`src/rtl/pipe_reg_with_flow_control_if.sv`:
```
// Valid/ready handshake bundle for pipe_reg_with_flow_control: upstream and downstream sides.
// The slave modport is the register stage; the master modport is its environment.
interface pipe_reg_with_flow_control_if #(
    parameter int w = 8
);
    logic         up_vld;
    logic         up_rdy;
    logic [w-1:0] up_data;
    logic         down_vld;
    logic         down_rdy;
    logic [w-1:0] down_data;

    modport slave (
        input  up_vld,
        input  up_data,
        input  down_rdy,
        output up_rdy,
        output down_vld,
        output down_data
    );

    modport master (
        output up_vld,
        output up_data,
        output down_rdy,
        input  up_rdy,
        input  down_vld,
        input  down_data
    );
endinterface

```
`src/rtl/pipe_reg_with_flow_control.sv`:
```
// Two-entry skid-buffer pipeline register with registered up_rdy (no down_rdy -> up_rdy path).
// Optional stall counter output enabled by macro PIPE_REG_WITH_FLOW_CONTROL_STALL_CNT_EN.
module pipe_reg_with_flow_control #(
    parameter int w = 8
) (
    input  logic clk,
    input  logic rst,
`ifdef PIPE_REG_WITH_FLOW_CONTROL_STALL_CNT_EN
    output logic [15:0] stall_cnt,
`endif
    pipe_reg_with_flow_control_if.slave bus
);
    // State encoding is {main_vld, skid_vld}; 2'b01 can never be entered.
    localparam logic [1:0] EMPTY = 2'b00;
    localparam logic [1:0] BUSY  = 2'b10;
    localparam logic [1:0] FULL  = 2'b11;

    logic [1:0]   state;
    logic [1:0]   state_nxt;
    logic         up_rdy_q;
    logic         main_vld;
    logic         skid_vld;
    logic [w-1:0] main_data;
    logic [w-1:0] skid_data;
    logic         in_xfer;
    logic         out_xfer;
    logic         main_load_up;
    logic         main_load_skid;
    logic         skid_load;

    assign main_vld = state[1];
    assign skid_vld = state[0];
    assign in_xfer  = bus.up_vld && up_rdy_q;
    assign out_xfer = main_vld && bus.down_rdy;

    always_comb begin
        state_nxt      = state;
        main_load_up   = 1'b0;
        main_load_skid = 1'b0;
        skid_load      = 1'b0;
        case (state)
            EMPTY: begin
                if (in_xfer) begin
                    main_load_up = 1'b1;
                    state_nxt    = BUSY;
                end
            end
            BUSY: begin
                if (in_xfer && out_xfer) begin
                    main_load_up = 1'b1;
                end else if (in_xfer) begin
                    skid_load = 1'b1;
                    state_nxt = FULL;
                end else if (out_xfer) begin
                    state_nxt = EMPTY;
                end
            end
            FULL: begin
                if (out_xfer) begin
                    main_load_skid = 1'b1;
                    state_nxt      = BUSY;
                end
            end
            default: state_nxt = EMPTY;
        endcase
    end

    // Control stage: occupancy and registered ready, cleared asynchronously.
    always_ff @(posedge clk or negedge rst) begin
        if (!rst) begin
            state    <= EMPTY;
            up_rdy_q <= 1'b1;
        end else begin
            state    <= state_nxt;
            up_rdy_q <= !state_nxt[0];
        end
    end

    // Data stage: no reset, registers only clock in on their load condition.
    always_ff @(posedge clk) begin
        if (main_load_up) begin
            main_data <= bus.up_data;
        end else if (main_load_skid) begin
            main_data <= skid_data;
        end
        if (skid_load) begin
            skid_data <= bus.up_data;
        end
    end

    assign bus.up_rdy    = up_rdy_q;
    assign bus.down_vld  = main_vld;
    assign bus.down_data = main_data;

`ifdef PIPE_REG_WITH_FLOW_CONTROL_STALL_CNT_EN
    function automatic logic [15:0] sat_inc(input logic [15:0] v);
        return (v == 16'hFFFF) ? v : v + 16'd1;
    endfunction

    // Stall counter stage: observes the handshake only, never feeds back into it.
    always_ff @(posedge clk or negedge rst) begin
        if (!rst) begin
            stall_cnt <= 16'd0;
        end else if (main_vld && !bus.down_rdy) begin
            stall_cnt <= sat_inc(stall_cnt);
        end
    end
`endif
endmodule

```
`src/flat_wrapper.sv`:
```
// flat-port wrapper written by rule: the top's interface ports become plain ports
module pipe_reg_with_flow_control_flat 
#(
    parameter int w = 8
)
  (clk, rst, bus_up_vld, bus_up_data, bus_down_rdy, bus_up_rdy, bus_down_vld, bus_down_data);
  pipe_reg_with_flow_control_if #(.w(w)) bus_i ();
  input  logic clk;
  input  logic rst;
  input wire logic [$bits(bus_i.up_vld)-1:0] bus_up_vld;
  input wire logic [$bits(bus_i.up_data)-1:0] bus_up_data;
  input wire logic [$bits(bus_i.down_rdy)-1:0] bus_down_rdy;
  output wire logic [$bits(bus_i.up_rdy)-1:0] bus_up_rdy;
  output wire logic [$bits(bus_i.down_vld)-1:0] bus_down_vld;
  output wire logic [$bits(bus_i.down_data)-1:0] bus_down_data;
  assign bus_i.up_vld = bus_up_vld;
  assign bus_i.up_data = bus_up_data;
  assign bus_i.down_rdy = bus_down_rdy;
  assign bus_up_rdy = bus_i.up_rdy;
  assign bus_down_vld = bus_i.down_vld;
  assign bus_down_data = bus_i.down_data;
  pipe_reg_with_flow_control #(.w(w)) u_core (.clk(clk), .rst(rst), .bus(bus_i));
endmodule
```
`config.mk`:
```
export PLATFORM = sky130hd
export DESIGN_NAME = pipe_reg_with_flow_control_flat
export DESIGN_NICKNAME = d
export VERILOG_FILES = /design/src/rtl/pipe_reg_with_flow_control_if.sv /design/src/rtl/pipe_reg_with_flow_control.sv /design/src/flat_wrapper.sv
export SDC_FILE = /design/constraint.sdc
export NUM_CORES = 1
export LEC_CHECK = 0
export CORE_MARGIN = 2
export CORE_UTILIZATION = 34
export CTS_CLUSTER_SIZE = 30
export DETAILED_ROUTE_END_ITERATION = 10
export SYNTH_ARGS = -nofsm -noshare
export SYNTH_HDL_FRONTEND = slang
export SYNTH_SLANG_ARGS = --single-unit
```
`constraint.sdc`:
```
create_clock -name clk -period 4.1 [get_ports clk]
set_input_delay 0.82 -clock clk [delete_from_list [all_inputs] [get_ports clk]]
set_output_delay 0.82 -clock clk [all_outputs]
set_load 0.03 [all_outputs]
```
# ---- Word level (Yosys, flattened, before mapping)
# Cells that the tools add are included.
dict set report op_classes {
  n_eq_ne 6
  mux 15
  n_reduce_logical 7
}
# operator count
set ops {}
lappend ops {{8-bit two-way mux} 2}
lappend ops {{2-bit two-way mux} 5}
lappend ops {{1-bit two-way mux} 6}
lappend ops {{2-bit case mux with 3 select lines} 1}
lappend ops {{2-bit equality test, second input constant} 2}
lappend ops {{2-bit by 1-bit inequality test with 1-bit output, second input constant} 2}
lappend ops {{4-bit AND reduction} 1}
lappend ops {{1-bit logical AND} 3}
lappend ops {{3-bit by 1-bit inequality test with 1-bit output, second input constant} 1}
lappend ops {{2-bit zero test} 1}
lappend ops {{2-bit inequality test, second input constant} 1}
lappend ops {{1-bit case mux with 2 select lines} 1}
lappend ops {{2-bit nonzero test} 1}
lappend ops {{1-bit zero test} 1}
dict set report word_totals {
  regBits 19
  elab_cells 33
}

# ---- Depth between registers and ports, before layout
dict set report logic_depth {
  depth_word 6
  ltp_mapped 3
  ltp_nobuf 3
}

# ---- Least setup slack after synthesis
# No wires, ideal clock.
dict set report synth_path {
  path_type {input port to flip-flop}
  startpoint {input port bus_up_vld}
  endpoint {register u_core.main_data[0] (netlist: u_core.bus.down_data[0]) (enable)}
  arrival_time_ns 1.524
  t_required_ns 3.717
  slack_ns 2.192
  cell_stages 2
  n_path_buf 0
  path_cell_list {a21oi_1 -> nor3_1}
}
dict set report synth_via {
  elab_chain_cells 5
  word_cells_on_any_way 6
}
# item line
set synth_lines {}
lappend synth_lines {{start, declared} flat_wrapper.sv:10} ;# input wire logic [$bits(bus_i.up_vld)-1:0] bus_up_vld;
lappend synth_lines {{1-bit logical AND *} pipe_reg_with_flow_control.sv:33} ;# assign in_xfer = bus.up_vld && up_rdy_q;
lappend synth_lines {{1-bit logical AND} pipe_reg_with_flow_control.sv:49} ;# if (in_xfer && out_xfer) begin
lappend synth_lines {{1-bit two-way mux} pipe_reg_with_flow_control.sv:49}
lappend synth_lines {{1-bit case mux with 2 select lines *} pipe_reg_with_flow_control.sv:41} ;# case (state)
lappend synth_lines {{2-bit nonzero test (no line) *} n/a}
lappend synth_lines {{end signal, assigned} pipe_reg_with_flow_control.sv:82} ;# main_data <= bus.up_data;
lappend synth_lines {{end signal, assigned} pipe_reg_with_flow_control.sv:84} ;# main_data <= skid_data;
lappend synth_lines {{end, declared} pipe_reg_with_flow_control.sv:23} ;# logic [w-1:0] main_data;
# Mark *: on every way between the ends. The rest lies on a longest branch, timed or not.
# A chain may end at the register's enable or synchronous reset.

# ---- Worst setup path after layout
dict set report layout_path {
  startpoint {register u_core.up_rdy_q (netlist: u_core.bus.up_rdy)}
  endpoint {output port bus_up_rdy}
}
# item line
set layout_rtl {}
lappend layout_rtl {{start, declared} pipe_reg_with_flow_control.sv:20} ;# logic up_rdy_q;
lappend layout_rtl {{start signal, assigned} pipe_reg_with_flow_control.sv:75} ;# up_rdy_q <= !state_nxt[0];
lappend layout_rtl {{end, declared} flat_wrapper.sv:13} ;# output wire logic [$bits(bus_i.up_rdy)-1:0] bus_up_rdy;
# No word-level cell between the ends.

==> load_flow_metrics.sql <==
INSERT INTO impl_metrics (metric_group, metric, value, unit) VALUES
('sta', 'unrepaired_setup_endpoints_after_global_routing', 'no', ''),
('synth', 'total_standard_cell_area_after_synthesis', '741', 'µm²'),
('run_status', 'result_of_the_run', 'complete, no violations', ''),
('sta', 'slew_headroom', '0.586', ''),
('synth', 'synth-simple-area-share', '0.103', ''),
('worst_setup_path', 'critical_path_type', 'reg2out', ''),
('grt', 'grt_max_degree', '11', ''),
('route', 'num_vias', '410', ''),
('worst_setup_path', 'critical_path.cell_chain', 'clkdlybuf4s50_1', ''),
('layout', 'layout-drive-gt1-share', '0.258', ''),
('sta', 'final_hold_viol_count', '0', ''),
('floorplan', 'row_count', '16', ''),
('worst_setup_path', 'crit_path_start_kind', 'flip-flop', ''),
('clock_network', 'clock-sinks', '19', ''),
('sta', 'worst_slack', '1740', 'ps'),
('layout', 'area.growth.synth_to_final', '37.5', '%'),
('sta', 'setup_viol', '0', ''),
('worst_setup_path', 'worstPathArrival', '1540', 'ps'),
('layout', 'layout.cells.most_common', 'sky130_fd_sc_hd__clkdlybuf4s50_1', ''),
('layout', 'final_cell_mix', 'sky130_fd_sc_hd__clkdlybuf4s50_1, sky130_fd_sc_hd__edfxtp_1, sky130_fd_sc_hd__mux2_2, sky130_fd_sc_hd__clkbuf_4', ''),
('worst_setup_path', 'cp_slowest_stage_delay', '680', 'ps'),
('placement', 'post-place-ws', '1760', 'ps'),
('worst_setup_path', 'critical_path.slowest_cell', 'sky130_fd_sc_hd__clkdlybuf4s50_1', ''),
('grt', 'grt_overflow', '0', ''),
('sta', 'max_freq', '0.424', 'GHz'),
('sta', 'final.setup.tns', '0', 'ps'),
('placement', 'place.gp.congestion', '0.677', ''),
('synth', 'synthMuxAreaShare', '0.122', ''),
('route', 'routedWlPerCell', '12.0', 'µm'),
('layout', 'insertedDiodeCount', '0', ''),
('grt', 'antenna_found_initial', '0', ''),
('sta', 'final_min_period_over_clock_period', '0.575', ''),
('route', 'antenna_left', '0', ''),
('clock_network', 'root_buffer', 'sky130_fd_sc_hd__clkbuf_4', ''),
('worst_setup_path', 'path_max_fanout', '3', ''),
('power_and_ir_drop', 'combPwrFrac', '0.236', ''),
('floorplan', 'die-area', '2570', 'µm²'),
('power_and_ir_drop', 'clockPowerShare', '0.209', ''),
('clock_network', 'htree_num_levels', '1', ''),
('floorplan', 'area_of_the_placeable_core', '2000', 'µm²'),
('grt', 'wire_length_of_the_first_global_routing_pass', '1.93', 'mm'),
('placement', 'port_buffers', '21', ''),
('power_and_ir_drop', 'net-switching-power', '113', 'µW'),
('synth', 'yosys.cell_types.count', '15', ''),
('sta', 'final-max-slew-violation-count', '0', ''),
('floorplan', 'die_w', '50.7', 'µm'),
('worst_setup_path', 'required', '3280', 'ps'),
('sta', 'finalClockSkew', '6.39', 'ps'),
('power_and_ir_drop', 'internal_power_component', '321', 'µW'),
('route', 'route.final.wire_length', '1.12', 'mm'),
('synth', 'synthesis.yosys.warnings', '0', ''),
('layout', 'n_fill_cell', '180', ''),
('synth', 'main_combinational_cell_family_by_area_after_synthesis', 'multiplexers', ''),
('synth', 'number_of_storage_elements_in_the_synthesis_netlist', '19', ''),
('job', 'maxCapViolations', '0', ''),
('clock_network', 'cts_tree', 'built', ''),
('grt', 'grt_usage', '0.108', ''),
('synth', 'synthesized_area_per_cell', '18.5', 'µm²'),
('sta', 'worst-slew-pin-transition', '618', 'ps'),
('floorplan', 'boundaryPins', '22', ''),
('power_and_ir_drop', 'power.share.switching', '0.261', ''),
('clock_network', 'ctsResizeCount', '0', ''),
('worst_setup_path', 'path_delay_family', 'buffers and inverters', ''),
('clock_network', 'cts_buffer_depth', '2', ''),
('power_and_ir_drop', 'power.sequential.fraction', '0.555', ''),
('synth', 'xor_xnor_share_of_the_synthesized_area', '0', ''),
('route', 'dr.first_iter.drc_count', '1', ''),
('synth', 'synth-seq-area-share', '0.752', ''),
('grt', 'number_of_global_route_vias_before_repair', '410', ''),
('synth', 'synth_compound_area_frac', '0.0135', ''),
('power_and_ir_drop', 'power_density', '426', 'nW/µm²');
-- power groups by stage --
stage	Clock (µW)	Sequential (µW)	Combinational (µW)
2_1_floorplan	0	272	31.9
4_1_cts	95.7	241	104
3_5_place_dp	0	246	103
3_3_place_gp	0	245	104
5_1_grt	104	244	110
6_report	90.9	241	102
-- registers in the layout, summed over array words and instances, names as in the netlist --
name,cells
u_core.bus.up_rdy,1
u_core.skid_data,8
u_core.state,2
u_core.bus.down_data,8
-- synth_stat cells (all sizes together) --
cell / count / share of area
a21oi: 1 / 0.0068
and2b: 1 / 0.012
dfrtp: 2 / 0.068
dfstp: 1 / 0.035
edfxtp: 16 / 0.65
inv: 2 / 0.010
mux2: 8 / 0.12
nand2: 2 / 0.010
nand2b: 1 / 0.0085
nand3b: 1 / 0.027
nor2: 2 / 0.020
nor2b: 1 / 0.019
nor3: 1 / 0.0068
o21ai: 1 / 0.0068
-- metrics by stage --
stage | util | hold slack (ps)
CTS | 0.509 | 559
floorplan | - | 516
global placement | 0.496 | 530
detailed placement | 0.496 | 535
global route | 0.509 | 583
finish | 0.509 | 557
-- layer usage --
metal / GRT usage / wire [µm] / vias up
li1: - / - / 199
met2: 0.171 / 552 / 16
met4: 0.0811 / 9 / 0
met1: 0.126 / 464 / 193
met5: 0 / 0 / -
met3: 0.0238 / 92 / 2
-- layout make-up --
type,instances,area (µm²),area share
tap,27,33.8,0.0332
sequential,19,557,0.547
timing repair buffer,22,218,0.214
multi-input combinational,19,176,0.173
inverter,2,7.51,0.00737
clock buffer,4,26.3,0.0258
-- cells by family (layout without fill, tap and decap cells) --
| kind of cell | Yosys count | in the layout |
|---|---|---|
| AND/OR/NAND/NOR | 9 | 9 |
| AO/OA/AOI/OAI | 2 | 2 |
| buffers and inverters | 2 | 28 |
| multiplexers | 8 | 8 |
| flip-flops | 19 | 19 |
-- final timing paths --
kind / startpoint / end / slack [ps] / cells after the start
setup / recovery: u_core.bus.up_rdy / bus_up_rdy / 1740 / 1
hold / removal: u_core.skid_data[6] / u_core.bus.down_data[6] / 560 / 1
setup reg to reg: u_core.bus.up_rdy / u_core.skid_data[3] / 2580 / 2
hold reg to reg: u_core.skid_data[6] / u_core.bus.down_data[6] / 560 / 1
max in group asynchronous: rst / u_core.bus.up_rdy / 3180 / 1
min in group asynchronous: rst / u_core.state[1] / 690 / 1
No activity file was read; power rests on OpenSTA's default activity.
